**src/rtl/edge_fb_writer.sv**
```systemverilog
// Packs a strobe-qualified 4-bit edge pixel stream (optionally binarized) into
// 16-bit frame-buffer writes, tracking frame position and start-of-frame alignment.
module edge_fb_writer #(
  parameter int IMG_W  = 640,
  parameter int IMG_H  = 480,
  parameter int ADDR_W = 17
) (
  input  logic              clk,
  input  logic              rst,
  input  logic [3:0]        edge_data,
  input  logic              in_ready,
  input  logic              sof,
  input  logic              bin_en,
  input  logic [3:0]        thresh,
  output logic              wr_en,
  output logic [ADDR_W-1:0] wr_addr,
  output logic [15:0]       wr_data,
  output logic              frame_done,
  output logic              sync_err
);

  localparam int NWORDS = IMG_W * IMG_H / 4;
  localparam logic [ADDR_W-1:0] LAST_WORD = ADDR_W'(NWORDS - 1);

  localparam logic [0:0] S_WAIT_SOF = 1'b0;
  localparam logic [0:0] S_RUN      = 1'b1;

  // Handshake: a pixel is taken on any cycle with in_ready=1 that the FSM
  // permits; there is no backpressure and every wr_en must be absorbed.
  logic [0:0]        state_q, state_d;
  logic [1:0]        lane_q, lane_d;
  logic [ADDR_W-1:0] word_q, word_d;
  logic [11:0]       pack_q, pack_d;
  logic              wr_en_q, wr_en_d;
  logic [ADDR_W-1:0] wr_addr_q, wr_addr_d;
  logic [15:0]       wr_data_q, wr_data_d;
  logic              frame_done_q, frame_done_d;
  logic              sync_err_q, sync_err_d;
  logic [3:0]        pix;

  always_comb begin
    state_d      = state_q;
    lane_d       = lane_q;
    word_d       = word_q;
    pack_d       = pack_q;
    wr_en_d      = 1'b0;
    wr_addr_d    = wr_addr_q;
    wr_data_d    = wr_data_q;
    frame_done_d = 1'b0;
    sync_err_d   = 1'b0;
    pix          = bin_en ? ((edge_data >= thresh) ? 4'hF : 4'h0) : edge_data;

    if (in_ready && sof) begin
      // Any sof restarts at pixel 0; it is an error only if a frame was partly received.
      sync_err_d  = (state_q == S_RUN) && ((lane_q != 2'd0) || (word_q != '0));
      state_d     = S_RUN;
      pack_d[3:0] = pix;
      lane_d      = 2'd1;
      word_d      = '0;
    end else if (in_ready && (state_q == S_RUN)) begin
      lane_d = lane_q + 2'd1;
      case (lane_q)
        2'd0: pack_d[3:0]  = pix;
        2'd1: pack_d[7:4]  = pix;
        2'd2: pack_d[11:8] = pix;
        default: begin
          wr_en_d   = 1'b1;
          wr_addr_d = word_q;
          wr_data_d = {pix, pack_q};
          if (word_q == LAST_WORD) begin
            word_d       = '0;
            frame_done_d = 1'b1;
            state_d      = S_WAIT_SOF;
          end else begin
            word_d = word_q + 1'b1;
          end
        end
      endcase
    end
  end

  always_ff @(posedge clk) begin
    if (rst) begin
      state_q      <= S_WAIT_SOF;
      lane_q       <= 2'd0;
      word_q       <= '0;
      pack_q       <= '0;
      wr_en_q      <= 1'b0;
      wr_addr_q    <= '0;
      wr_data_q    <= '0;
      frame_done_q <= 1'b0;
      sync_err_q   <= 1'b0;
    end else begin
      state_q      <= state_d;
      lane_q       <= lane_d;
      word_q       <= word_d;
      pack_q       <= pack_d;
      wr_en_q      <= wr_en_d;
      wr_addr_q    <= wr_addr_d;
      wr_data_q    <= wr_data_d;
      frame_done_q <= frame_done_d;
      sync_err_q   <= sync_err_d;
    end
  end

  assign wr_en      = wr_en_q;
  assign wr_addr    = wr_addr_q;
  assign wr_data    = wr_data_q;
  assign frame_done = frame_done_q;
  assign sync_err   = sync_err_q;

endmodule

```
**config.mk**
```make
export PLATFORM = sky130hd
export DESIGN_NAME = edge_fb_writer
export DESIGN_NICKNAME = d
export VERILOG_FILES = /design/src/rtl/edge_fb_writer.sv
export SDC_FILE = /design/constraint.sdc
export NUM_CORES = 1
export LEC_CHECK = 0
export CORE_MARGIN = 2
export CORE_UTILIZATION = 53
export DETAILED_ROUTE_END_ITERATION = 10
export MAX_ROUTING_LAYER = met4
export PLACE_DENSITY = 0.8
export SYNTH_ARGS = -nofsm -noshare
export SYNTH_HDL_FRONTEND = slang
export SYNTH_SLANG_ARGS = --single-unit
```
**constraint.sdc**
```tcl
create_clock -name clk -period 2.3 [get_ports clk]
set_input_delay 0.23 -clock clk [delete_from_list [all_inputs] [get_ports clk]]
set_output_delay 0.23 -clock clk [all_outputs]
set_load 0.03 [all_outputs]
```
==> summary.txt <==
STA
  • Post-route worst setup slack: between 0.15 and 0.2 ns
  • Clock Skew: approximately 0.0066 ns
  • Fin crit period: roughly 2.1 ns
  • Final setup viols: 0
  • Worst rel slew slack: 0.323
  • Hold Fails Final Rpt: 0
  • Fmax: approximately 0.48 GHz
  • Fin. max-slew vios: 0
  • RSZ-0062 raised after global routing: false
  • Worst slew pin tran: 1.01 ns
  • Setup TNS Final: 0 ns
  • Tcrit/Tclk final: 0.915

Min path
  • Worst hold-check path type: flop to flop

Finish
  • Fraction of layout cells with a size suffix above 1: 0.0983
  • Area grow syn2layout: 28.5%
  • FILL cells: 443
  • Finished Core Util: 0.694
  • Most frequent cells in the layout: nand2_1, dfxtp_1, clkdlybuf4s50_1
  • Ant diodes: 0
  • Final net count: 437
  • Commonest non-fill, non-tap cell in the layout: nand2_1

Route
  • Routed vias/inst: 5.56
  • Drt pass-1 iters: 4
  • Final ANT Viol Nets: 0
  • Total wire length: 6910 um
  • WL/cell: 14.1 um
  • Via count: ~2,700
  • Remaining DRCs: 0
  • DRT iter0 DRCs: between 100 and 150

Clock tree
  • Hold Buf Count CTS: 0
  • H-tree depth: 3
  • Clock Sinks: between 60 and 70
  • Post_cts resized: 0
  • Worst-skew pair later-pin latency: roughly 0.33 ns
  • Inserted Clock Buffers: 9
  • Buffer count from post-CTS setup fixing: 0
  • CTS max path bufs: 2
  • CTS tree: built
  • Worst-path clk slew: ~0.07 ns
  • Root Driver: clkbuf_8

Logic synthesis
  • Number of synthesized flops with an enable pin: 0
  • Post-Synthesis Cells: ~360
  • Post-synth ARST share: 0
  • Adder-cell share of the synthesized area: 0.0426
  • Post-synthesis mux area share: 0.00341
  • Top FF cell, synth: dfxtp_1
  • Compound-gate portion of the synthesized area: 0.144
  • Mapped cell area: just under 3000 um2
  • Post-Synth XOR/XNOR Area: 0.0388
  • Yosys reg bits: 68
  • Post-Synth Simple-Gate Area: 0.265
  • Main combinational cell family by area after synthesis: simple AND/OR/NAND/NOR gates
  • Synthesis warning total: 0
  • Synthesized area per cell: slightly above 8 um2
  • Yosys cell types: 38
  • Sequential share of the synthesized area: 0.464
  • Synthesized Nets: 380

Critical path
  • Arr. time, crit path: about 2.4 ns
  • CP Launch Type: flop
  • Worst path cell trace: ha_2 -> nand3_1 -> or4_4 -> or4b_1 -> a21oi_1
  • CP max-delay cell: or4_4
  • WP data required: 2.56 ns
  • Crit path largest cell delay: 0.59 ns
  • Crit path kind: flop to flop
  • Critical Path Fanout Max: 6
  • Worst setup EP type: flop

Power and ir drop
  • Sequential power share: 0.523
  • Static leakage: 1.33 nW
  • Max VDD drop: between 0.4 and 0.5 mV
  • Power Density: 604 nW/um2
  • P_sw: roughly 0.00050 W
  • Combinational fraction of design power: 0.056
  • Internal power: between 0.0015 and 0.002 W
  • Clock power frac: 0.421
  • Net Sw Frac: 0.217

Placement
  • Dpl ws: -0.110 ns
  • GPL Wtd Cong: roughly 0.94
  • HPWL Detailed: 5000 um
  • Buffers on Ports: 48

Global route
  • Largest net degree at the start of global routing: 37
  • Tot GR Track Use: 0.258
  • Vias in the first global route: approximately 2,600
  • Global-route wire length before repair: roughly 12,000 um
  • Initial antenna violation count: 0
  • GRT overflow: 0

Outcome
  • Status: finished clean

Die
  • Chip height: 78.4 um
  • Cell Rows: 27
  • Initial Utilization: 0.540
  • Die Wd: ~78 um
  • Core Region: roughly 5400 um2
  • Die area: 6150 um2
  • I/O Pins: 49

Flow run
  • Max-cap violations: 0
layout make-up:
type                            count  area [um2]  share of cell area
Clock buffer                       12         155              0.0411
Clock inverter                      2        35.0             0.00928
Inverter                           10        37.5             0.00995
Multi-Input combinational cell    257        1450               0.385
Sequential cell                    68        1360               0.361
Tap cell                           72        90.1              0.0239
Timing Repair Buffer               68         643               0.170
registers in the layout, indices dropped and copies added (netlist names):
name and count:
state_q 1, wr_data 16, lane_q 2, word_q 17, wr_en 1, pack_q 12, frame_done 1, sync_err 1
wr_addr 17
critical path, delay by kind of cell (launching register included):
family	cells	cell delay (ns)
flip-flops	1	0.38
AND/OR/NAND/NOR	3	1.23
AO/OA/AOI/OAI	1	0.15
adder cells (fa/ha/maj)	1	0.27
power groups by stage:
stage	Sequential [W]	Clock [W]	Combinational, W
6_report	0.00119	0.000960	0.000128
4_1_cts	0.00119	0.000979	0.000127
2_1_floorplan	0.00122	0	0.0000700
3_3_place_gp	0.00122	0	0.000123
3_5_place_dp	0.00122	0	0.000127
5_1_grt	0.00119	0.00104	0.000143
metal layers:
metal	vias up	GRT usage	part of all wire
li1	1347	-	-
met3	10	0.0391	0.041
met5	-	-	0
met4	0	0.100	0.014
met2	78	0.396	0.46
met1	1282	0.347	0.48
final timing paths:
path              slack [ns]       start  depth (start not counted)    endpoint
hold reg to reg         0.45  wr_data[7]                          2  wr_data[7]
hold / removal          0.45  wr_data[7]                          2  wr_data[7]
setup / recovery        0.19   lane_q[1]                          5  word_q[14]
setup reg to reg        0.19   lane_q[1]                          5  word_q[14]
Yosys cell counts (2+ instances only):
library cell  count  area, um2
nand2_1          77        289
dfxtp_1          68       1360
a21oi_1          44        220
nor2_1           38        143
clkbuf_1         17       63.8
ha_1             10        125
inv_1            10       37.5
nand3_1           9       45.0
a32oi_1           8       70.1
nor4_1            8       50.1
o2111ai_1         8       70.1
xnor2_1           8       70.1
nand4_1           5       31.3
xor2_1            5       43.8
buf_2             4       20.0
nor3_1            4       20.0
o21ai_0           4       20.0
or4_4             3       33.8
nand2b_1          2       12.5
nand4b_1          2       17.5
nor2b_1           2       12.5
nor4b_1           2       17.5
o21ai_1           2       10.0
o31ai_1           2       15.0
or4_1             2       15.0
metrics by stage:
stage | instance area, um2 | total power, W | hold WS [ns] | instances
after floorplan | 2940 | 0.00129 | 0.390 | 357
after global placement | 3580 | 0.00134 | 0.442 | 475
after detailed placement | 3580 | 0.00134 | 0.445 | 475
after CTS | 3770 | 0.00230 | 0.455 | 489
after global routing | 3770 | 0.00237 | 0.471 | 489
final | 3770 | 0.00228 | 0.452 | 489
logic make-up (layout without fill, tap and decap cells):
group | Yosys count | count (layout)
adder cells (fa/ha/maj) | 10 | 10
XOR/XNOR | 13 | 13
buffers and inverters | 32 | 92
AND/OR/NAND/NOR | 163 | 163
AO/OA/AOI/OAI | 70 | 70
flip-flops | 68 | 68
multiplexers | 1 | 1
Power figures use the tool's default switching activity.
